## config.mk

```make
export PLATFORM = sky130hd
export DESIGN_NAME = dmem_arbiter
export DESIGN_NICKNAME = d
export VERILOG_FILES = /design/src/rtl/dmem_arbiter.sv
export SDC_FILE = /design/constraint.sdc
export NUM_CORES = 1
export LEC_CHECK = 0
export ABC_AREA = 1
export CORE_ASPECT_RATIO = 1.4
export CORE_UTILIZATION = 37
export DETAILED_ROUTE_END_ITERATION = 8
export HOLD_SLACK_MARGIN = 0.06
export PLACE_DENSITY = 0.73
export SLEW_MARGIN = 10
export SYNTH_ARGS = -nofsm -noshare
export SYNTH_HDL_FRONTEND = slang
export SYNTH_SLANG_ARGS = --single-unit
```

## constraint.sdc

```tcl
create_clock -name clock -period 1.3 [get_ports clock]
set_input_delay 0.26 -clock clock [delete_from_list [all_inputs] [get_ports clock]]
set_output_delay 0.26 -clock clock [all_outputs]
set_load 0.01 [all_outputs]
```

## src/rtl/dmem_arbiter.sv

```systemverilog
// -----------------------------------------------------------------------------
// dmem_arbiter
//
// Shares one data-memory port between two requesters: port 0 is the core
// load/store unit, port 1 is the DMA/debug master. The arbiter is the bus
// initiator on the memory side. It latches the winning request, holds
// Data_* stable until complete_data, and then returns read data and a
// one-cycle done pulse to the owner. Ties are broken round-robin. Port 0
// wins the first tie after reset.
//
// Optional feature (compile-time macro DMEM_ARB_TIMEOUT_EN):
//    An access that sits in BUSY for TIMEOUT_CYCLES cycles without
//    complete_data is aborted. The owner then sees done with err = 1.
//    If complete_data arrives in that same cycle, it wins and err = 0.
//    When the macro is not defined, err0/err1 are constant 0 and BUSY
//    waits indefinitely.
//
// Ports:
//    clock          in   system clock, rising edge
//    reset          in   asynchronous, active-low reset
//    req0/req1      in   access request, held until gnt
//    rd0/rd1        in   1 = read, 0 = write (sampled at grant)
//    addr0/addr1    in   access address (sampled at grant)
//    wdata0/wdata1  in   write data (sampled at grant)
//    gnt0/gnt1      out  one-cycle pulse: request accepted and latched
//    done0/done1    out  one-cycle pulse: access finished
//    rdata0/rdata1  out  read data, valid with done, held until next done
//    err0/err1      out  valid with done, 1 = access aborted by timeout
//    Data_addr      out  memory address
//    Data_din       out  memory write data
//    Data_rd        out  1 = read, 0 = write
//    mem_active     out  access in progress; Data_* meaningful only when high
//    Data_dout      in   memory read data
//    complete_data  in   memory access complete (sampled only in BUSY)
// -----------------------------------------------------------------------------
module dmem_arbiter #(
   parameter int ADDR_W         = 16,
   parameter int DATA_W         = 16,
   parameter int TIMEOUT_CYCLES = 255
) (
   input  logic              clock,
   input  logic              reset,
   input  logic              req0,
   input  logic              req1,
   input  logic              rd0,
   input  logic              rd1,
   input  logic [ADDR_W-1:0] addr0,
   input  logic [ADDR_W-1:0] addr1,
   input  logic [DATA_W-1:0] wdata0,
   input  logic [DATA_W-1:0] wdata1,
   output logic              gnt0,
   output logic              gnt1,
   output logic              done0,
   output logic              done1,
   output logic [DATA_W-1:0] rdata0,
   output logic [DATA_W-1:0] rdata1,
   output logic              err0,
   output logic              err1,
   output logic [ADDR_W-1:0] Data_addr,
   output logic [DATA_W-1:0] Data_din,
   output logic              Data_rd,
   output logic              mem_active,
   input  logic [DATA_W-1:0] Data_dout,
   input  logic              complete_data
);

   typedef enum logic [0:0] {
      ST_IDLE = 1'b0,
      ST_BUSY = 1'b1
   } state_t;

   state_t              state_q, state_d;
   logic                last_grant_q, last_grant_d;
   logic                owner_q, owner_d;
   logic                gnt0_q, gnt0_d, gnt1_q, gnt1_d;
   logic                done0_q, done0_d, done1_q, done1_d;
   logic [DATA_W-1:0]   rdata0_q, rdata0_d, rdata1_q, rdata1_d;
   logic [ADDR_W-1:0]   addr_q, addr_d;
   logic [DATA_W-1:0]   din_q, din_d;
   logic                rd_q, rd_d;
   logic                active_q, active_d;

   logic                grant_valid_s;
   logic                grant_port_s;
   logic                timeout_s;

   // Round-robin pick: a lone requester always wins; on a tie the port
   // that did not finish the previous access wins.
   always_comb begin
      grant_valid_s = 1'b0;
      grant_port_s  = 1'b0;
      if (req0 && req1) begin
         grant_valid_s = 1'b1;
         grant_port_s  = ~last_grant_q;
      end else if (req0) begin
         grant_valid_s = 1'b1;
         grant_port_s  = 1'b0;
      end else if (req1) begin
         grant_valid_s = 1'b1;
         grant_port_s  = 1'b1;
      end else begin
         grant_valid_s = 1'b0;
         grant_port_s  = 1'b0;
      end
   end

`ifdef DMEM_ARB_TIMEOUT_EN
   localparam int CNT_W = ($clog2(TIMEOUT_CYCLES + 1) > 8) ? $clog2(TIMEOUT_CYCLES + 1) : 8;
   // The counter holds the number of BUSY cycles already spent without
   // completion. The abort fires in the cycle that would bring it to
   // TIMEOUT_CYCLES.
   localparam logic [CNT_W-1:0] TMO_LAST =
      CNT_W'((TIMEOUT_CYCLES > 0) ? (TIMEOUT_CYCLES - 1) : 0);

   logic [CNT_W-1:0] tmo_cnt_q, tmo_cnt_d;
   logic             err0_q, err0_d, err1_q, err1_d;

   // Timeout counter next state. The counter is held at zero outside BUSY,
   // so it always starts an access cleared.
   always_comb begin
      tmo_cnt_d = tmo_cnt_q;
      timeout_s = 1'b0;
      if (state_q != ST_BUSY) begin
         tmo_cnt_d = {CNT_W{1'b0}};
      end else if (complete_data) begin
         tmo_cnt_d = {CNT_W{1'b0}};
      end else if (tmo_cnt_q >= TMO_LAST) begin
         timeout_s = 1'b1;
         tmo_cnt_d = {CNT_W{1'b0}};
      end else begin
         tmo_cnt_d = tmo_cnt_q + {{(CNT_W-1){1'b0}}, 1'b1};
      end
   end

   // Timeout counter register.
   always_ff @(posedge clock or negedge reset) begin
      if (!reset) begin
         tmo_cnt_q <= {CNT_W{1'b0}};
      end else begin
         tmo_cnt_q <= tmo_cnt_d;
      end
   end

   // Error flag next state. The flag is updated only when the owner's
   // access ends; a real completion always clears it.
   always_comb begin
      err0_d = err0_q;
      err1_d = err1_q;
      if ((state_q == ST_BUSY) && (complete_data || timeout_s)) begin
         if (owner_q) begin
            err1_d = ~complete_data;
         end else begin
            err0_d = ~complete_data;
         end
      end else begin
         err0_d = err0_q;
         err1_d = err1_q;
      end
   end

   // Error flag registers.
   always_ff @(posedge clock or negedge reset) begin
      if (!reset) begin
         err0_q <= 1'b0;
         err1_q <= 1'b0;
      end else begin
         err0_q <= err0_d;
         err1_q <= err1_d;
      end
   end

   assign err0 = err0_q;
   assign err1 = err1_q;
`else
   assign timeout_s = 1'b0;
   assign err0      = 1'b0;
   assign err1      = 1'b0;
`endif

   // FSM state register.
   always_ff @(posedge clock or negedge reset) begin
      if (!reset) begin
         state_q <= ST_IDLE;
      end else begin
         state_q <= state_d;
      end
   end

   // FSM next-state logic.
   always_comb begin
      state_d = state_q;
      case (state_q)
         ST_IDLE: begin
            if (grant_valid_s) begin
               state_d = ST_BUSY;
            end else begin
               state_d = ST_IDLE;
            end
         end
         ST_BUSY: begin
            if (complete_data || timeout_s) begin
               state_d = ST_IDLE;
            end else begin
               state_d = ST_BUSY;
            end
         end
         default: begin
            state_d = ST_IDLE;
         end
      endcase
   end

   // FSM output logic. This computes the next value of every registered
   // output. Pulses default low; data and bus fields hold their value.
   always_comb begin
      gnt0_d       = 1'b0;
      gnt1_d       = 1'b0;
      done0_d      = 1'b0;
      done1_d      = 1'b0;
      rdata0_d     = rdata0_q;
      rdata1_d     = rdata1_q;
      addr_d       = addr_q;
      din_d        = din_q;
      rd_d         = rd_q;
      active_d     = active_q;
      owner_d      = owner_q;
      last_grant_d = last_grant_q;
      case (state_q)
         ST_IDLE: begin
            if (grant_valid_s) begin
               owner_d  = grant_port_s;
               active_d = 1'b1;
               if (grant_port_s) begin
                  addr_d = addr1;
                  din_d  = wdata1;
                  rd_d   = rd1;
                  gnt1_d = 1'b1;
               end else begin
                  addr_d = addr0;
                  din_d  = wdata0;
                  rd_d   = rd0;
                  gnt0_d = 1'b1;
               end
            end else begin
               active_d = 1'b0;
            end
         end
         ST_BUSY: begin
            if (complete_data) begin
               // A write leaves the owner's rdata untouched.
               if (rd_q) begin
                  if (owner_q) begin
                     rdata1_d = Data_dout;
                  end else begin
                     rdata0_d = Data_dout;
                  end
               end else begin
                  rdata0_d = rdata0_q;
                  rdata1_d = rdata1_q;
               end
               if (owner_q) begin
                  done1_d = 1'b1;
               end else begin
                  done0_d = 1'b1;
               end
               active_d     = 1'b0;
               last_grant_d = owner_q;
            end else if (timeout_s) begin
               if (owner_q) begin
                  done1_d = 1'b1;
               end else begin
                  done0_d = 1'b1;
               end
               active_d     = 1'b0;
               last_grant_d = owner_q;
            end else begin
               active_d = 1'b1;
            end
         end
         default: begin
            active_d = 1'b0;
         end
      endcase
   end

   // Registered outputs and arbitration bookkeeping.
   always_ff @(posedge clock or negedge reset) begin
      if (!reset) begin
         gnt0_q       <= 1'b0;
         gnt1_q       <= 1'b0;
         done0_q      <= 1'b0;
         done1_q      <= 1'b0;
         rdata0_q     <= {DATA_W{1'b0}};
         rdata1_q     <= {DATA_W{1'b0}};
         addr_q       <= {ADDR_W{1'b0}};
         din_q        <= {DATA_W{1'b0}};
         rd_q         <= 1'b1;
         active_q     <= 1'b0;
         owner_q      <= 1'b0;
         last_grant_q <= 1'b1;
      end else begin
         gnt0_q       <= gnt0_d;
         gnt1_q       <= gnt1_d;
         done0_q      <= done0_d;
         done1_q      <= done1_d;
         rdata0_q     <= rdata0_d;
         rdata1_q     <= rdata1_d;
         addr_q       <= addr_d;
         din_q        <= din_d;
         rd_q         <= rd_d;
         active_q     <= active_d;
         owner_q      <= owner_d;
         last_grant_q <= last_grant_d;
      end
   end

   assign gnt0       = gnt0_q;
   assign gnt1       = gnt1_q;
   assign done0      = done0_q;
   assign done1      = done1_q;
   assign rdata0     = rdata0_q;
   assign rdata1     = rdata1_q;
   assign Data_addr  = addr_q;
   assign Data_din   = din_q;
   assign Data_rd    = rd_q;
   assign mem_active = active_q;

endmodule
```

## Word level (Yosys, flattened, before mapping)

Index checks and enable logic that the tools add are counted.

- Register bits after elaboration: 72
- Output and inout bits: 72
- Logic and storage cells: 43

- Mux-type cells: 23
- Bitwise gates (word level): 3
- Reductions and logical operators: 5

Operators by type and width:

| cell | number |
|---|---|
| 2-to-1 mux 16 bit | 2 |
| 2-to-1 mux 1 bit | 20 |
| AND reduction 4 bit | 2 |
| AND reduction 2 bit | 2 |
| inverter 1 bit | 3 |
| case mux 1 bit (2 select lines) | 1 |
| logical AND 1 bit | 1 |

## Depth between registers and ports, before layout

- Word-level depth: 6
- Mapped depth: 6
- Depth with buffers taken out: 5

## Worst setup path before layout

Ideal clock, no wire load.

- Path kind: flip-flop to flip-flop
- Start: register rd_q (netlist: Data_rd)
- End: register rdata1_q[8] (netlist: rdata1[8])
- Library setup time: 0.121 ns
- Data arrival time: 1.291 ns
- Data required time: 1.179 ns
- Slack: -0.112 ns
- Stages on the path, launching flop included: 6
- Path buffers: 2
- Period minus slack after synthesis: 1.412 ns
- Cell sequence: dfstp_2 buf_2 nand2_1 clkbuf_1 o21ai_1 nand2_1

- Word-level cells in the longest chain between the ends: 1

Ends and longest elaborated chain:

| item | RTL line | RTL |
|---|---|---|
| start, declared | 80 | `logic rd_q, rd_d;` |
| start signal, assigned | 310 | `rd_q <= rd_d;` |
| AND reduction 4 bit (no line) | n/a |  |
| end signal, assigned | 294 | `rdata1_q <= {DATA_W{1'b0}};` |
| end signal, assigned | 307 | `rdata1_q <= rdata1_d;` |
| end, declared | 77 | `logic [DATA_W-1:0] rdata0_q, rdata0_d, rdata1_q, rdata1_d;` |

Every way passes these cells.
A chain may end at the register's enable or synchronous reset.

## Worst setup path after layout

- Start: register last_grant_q
- End: register addr_q[11] (netlist: Data_addr[11])

- Word-level cells in the longest chain between the ends: 3

Ends and longest elaborated chain:

| item | RTL line | RTL |
|---|---|---|
| start, declared | 73 | `logic last_grant_q, last_grant_d;` |
| start signal, assigned | 313 | `last_grant_q <= last_grant_d;` |
| inverter 1 bit | 94 | `grant_port_s = ~last_grant_q;` |
| 2-to-1 mux 1 bit | 92 | `if (req0 && req1) begin` |
| 2-to-1 mux 16 bit | 233 | `if (grant_port_s) begin` |
| end signal, assigned | 295 | `addr_q <= {ADDR_W{1'b0}};` |
| end signal, assigned | 308 | `addr_q <= addr_d;` |
| end, declared | 78 | `logic [ADDR_W-1:0] addr_q, addr_d;` |

Every way passes these cells.

==> impl_metrics.yaml <==
cts:
  clkLatencyLatePin_ps: 330
  cts-root-buf: "clkbuf_16"
  cts-buffers-inserted: 9
  cts.sinks: 72
  cts_tree: "done"
  clk_pin_slew_ps: 60
  clockBufferDepth: 2
  h-tree-depth: 3
setup_path:
  path_buf_inv: 1
  critical_path.startpoint_type: "flop"
  arrival_ps: 1500
  path_cells: "nand2_1 > nand2_1 > buf_4 > nand2_1 > nand3_1 > nand2_1"
  reg2reg_depth: 6
  rrSetupSlack_ps: 20
  reg2reg_to: "Data_addr[11]$_DFFE_PN0P_"
  required_ps: 1510
  r2r_start: "last_grant_q$_DFFE_PN1P_"
  cpMaxStageDelayCell: "dfstp_2"
  critPathCaptureType: "flop"
  crit_path_max_incr_delay_ps: 530
  critical-path-top-delay-family: "flip-flops"
  crit_type: "flop to flop"
  worstPathMaxFanout: 17
  crit_top_cell: "nand2_1"
sta:
  final.min_clock_period_ps: 1280
  rsz0062_at_grt: "yes"
  hold_violations: 0
  finalClockSkew_ps: 5.89
  finalCritPeriodShare_pct: 98.6
  totalNegativeSetupSlack_ps: 0
  setup_viol: 0
  drv_slew: 0
  timing.final.ws_setup_ps: 18.5
  fmax_mhz: 780
drt:
  drc: 0
  drtIter0Drc: 194
  vias_per_cell: 4.69
  drt_wl_total_um: 9960
  firstDrtPassIters: 4
  ant_nets: 0
  dr_total_vias: 3446
  wl_per_cell_um: 13.6
placed_design:
  gp_congestion: 0.799
  portBuffers: 156
  place_ws_ps: -276
  dpl.hpwl_um: 7360
  dpl-instance-area_mm2: 0.00520
synth:
  synth_top_area_share_pct: 51.5
  ys_seq_area_share_pct: 53.1
  synth_area_per_cell_um2: 7.62
  ys_warn_count: 0
  syn_inst: 446
  syn-cell-area_mm2: 0.00340
  synth_area_leaders: "dfrtp_1 (52%), nand2_1 (19%), nand3_1 (12%)"
  ys_ff_latch: 72
  yosysTopAreaCell: "dfrtp_1"
  ys_types: 20
layout:
  layout.nets: 709
  drive_gt1_share_pct: 10.5
  diodes: 0
  area_growth_pct: 63.6
  fin_area_mm2: 0.00556
floorplanning:
  ioPinCount: 159
  num_rows: 41
  start_util_pct: 37.9
  fp.dieArea_mm2: 0.00958
  core_mm2: 0.00898
  die_x_um: 83.0
  die_y_um: 115
power:
  p_per_area_mw_per_mm2: 1700
  leakagePower_nw: 3.07
  vdd_drop_max_v: 0.00134
global_route:
  grt_overflow: 0
  grt_pass1_wl_um: 16400
  first_global_vias: 3437
  grt_max_degree: 31
  antenna_found_initial: 0
  grtUsageTotal_pct: 21.7
job:
  maxCapViolCount: 0
run_status:
  status: "complete, no violations"
min_path:
  worst_hold_path_type: "input port to async pin"
cells by family (layout without fill, tap and decap cells):
| family | Yosys count | in the layout | synth area share [%] |
|---|---|---|---|
| AOI/OAI and AO/OA | 20 | 20 | 3.06 |
| buffers and inverters | 93 | 273 | 11.3 |
| DFF | 72 | 72 | 53.1 |
| other | 1 | 2 | 0.110 |
| and+or+nand+nor | 260 | 260 | 32.4 |
layout by cell type, fill, tap and decap left out:
cell type        count
nand2_1            165
clkdlybuf4s50_1     85
nand3_1             82
dfrtp_1             70
inv_1               67
dlygate4sd2_1       67
buf_4               28
clkbuf_16            9
o21ai_0              7
o21ai_1              6
nor2_1               5
o21ai_2              5
buf_6                4
nand2_2              3
bufinv_16            3
dfstp_2              2
a21oi_1              2
nor2_4               2
conb_1               2
clkdlybuf4s15_1      2
inv_2                1
nand2_8              1
nand2_4              1
nor2_2               1
clkinv_4             1
inv_6                1
clkinvlp_4           1
clkbuf_8             1
dlygate4sd3_1        1
buf_8                1
buf_12               1
what timing repair did:
item	CTS	global route
setup buffers	0	3
endpoints found under the hold margin	25	0
hold buffers	1	0
setup endpoints to repair	86	62
resized for setup	77	14
pin swaps	0	4
routing by layer:
metal	wire length, um	share of wire, %	global-route usage (%)	vias up
met5	0	0	0	-
met4	278	2.8	11.0	0
met3	557	5.6	3.16	20
met2	5200	52	38.6	136
met1	3930	39	25.7	1580
li1	-	-	-	1710
synth_stat cells, drive strengths merged:
| library cell | count |
|---|---|
| o21ai | 18 |
| dfrtp | 70 |
| nand2 | 170 |
| a21oi | 2 |
| dfstp | 2 |
| nand3 | 82 |
| buf | 17 |
| nor2 | 8 |
| inv | 68 |
| conb | 1 |
| clkbuf | 8 |
final cells by class:
type / count / area, um2
fillers: 817 / 3420
flip-flops and latches: 72 / 1800
repair buffers: 189 / 1760
multi-input cells: 282 / 1250
inverters: 68 / 255
clock buffers: 10 / 239
well taps: 107 / 134
clock inverters: 6 / 115
sequential cells by signal, indices dropped and copies added (netlist names):
name          cells
rdata0           16
Data_addr        16
Data_din         16
done0             1
gnt1              1
Data_rd           1
owner_q           1
gnt0              1
done1             1
rdata1           16
last_grant_q      1
mem_active        1
stage by stage:
| step | hold WS, ps | power, mW | std cells | utilization (%) |
|---|---|---|---|---|
| after floorplan | -35.6 | 4.81 | 447 | - |
| after global placement | 220 | 6.95 | 714 | 57.9 |
| after detailed placement | 223 | 7.06 | 714 | 57.9 |
| after CTS | 427 | 9.44 | 731 | 61.1 |
| after global routing | 450 | 10.1 | 734 | 61.9 |
| final | 409 | 9.47 | 734 | 61.9 |
worst reg2reg max path: stages, from the launching register on:
cell,delay (ps)
dfstp_2,530
nand2_1,80
nand2_1,90
buf_4,240
nand2_1,90
nand3_1,80
nand2_1,60
where the power goes:
| group | switching, mW | leakage [nW] | internal, mW |
|---|---|---|---|
| logic | 1.64 | 2.01 | 1.53 |
| registers | 0.425 | 0.887 | 3.01 |
| clock network | 0.928 | 0.169 | 1.94 |
| total | 2.99 | 3.07 | 6.48 |
worst max-delay path by stage:
stage	startpoint	to	slack, ps	depth (start not counted)
4_1_cts	last_grant_q$_DFFE_PN1P_	Data_addr[11]$_DFFE_PN0P_	2	6
3_5_place_dp	req0	Data_addr[11]$_DFFE_PN0P_	-280	7
3_3_place_gp	req0	Data_din[13]$_DFFE_PN0P_	-200	7
5_1_grt	last_grant_q$_DFFE_PN1P_	Data_addr[11]$_DFFE_PN0P_	-70	6
2_1_floorplan	last_grant_q$_DFFE_PN1P_	Data_addr[6]$_DFFE_PN0P_	20	6
6_report	last_grant_q$_DFFE_PN1P_	Data_addr[11]$_DFFE_PN0P_	20	6
Power figures use the tool's default switching activity.
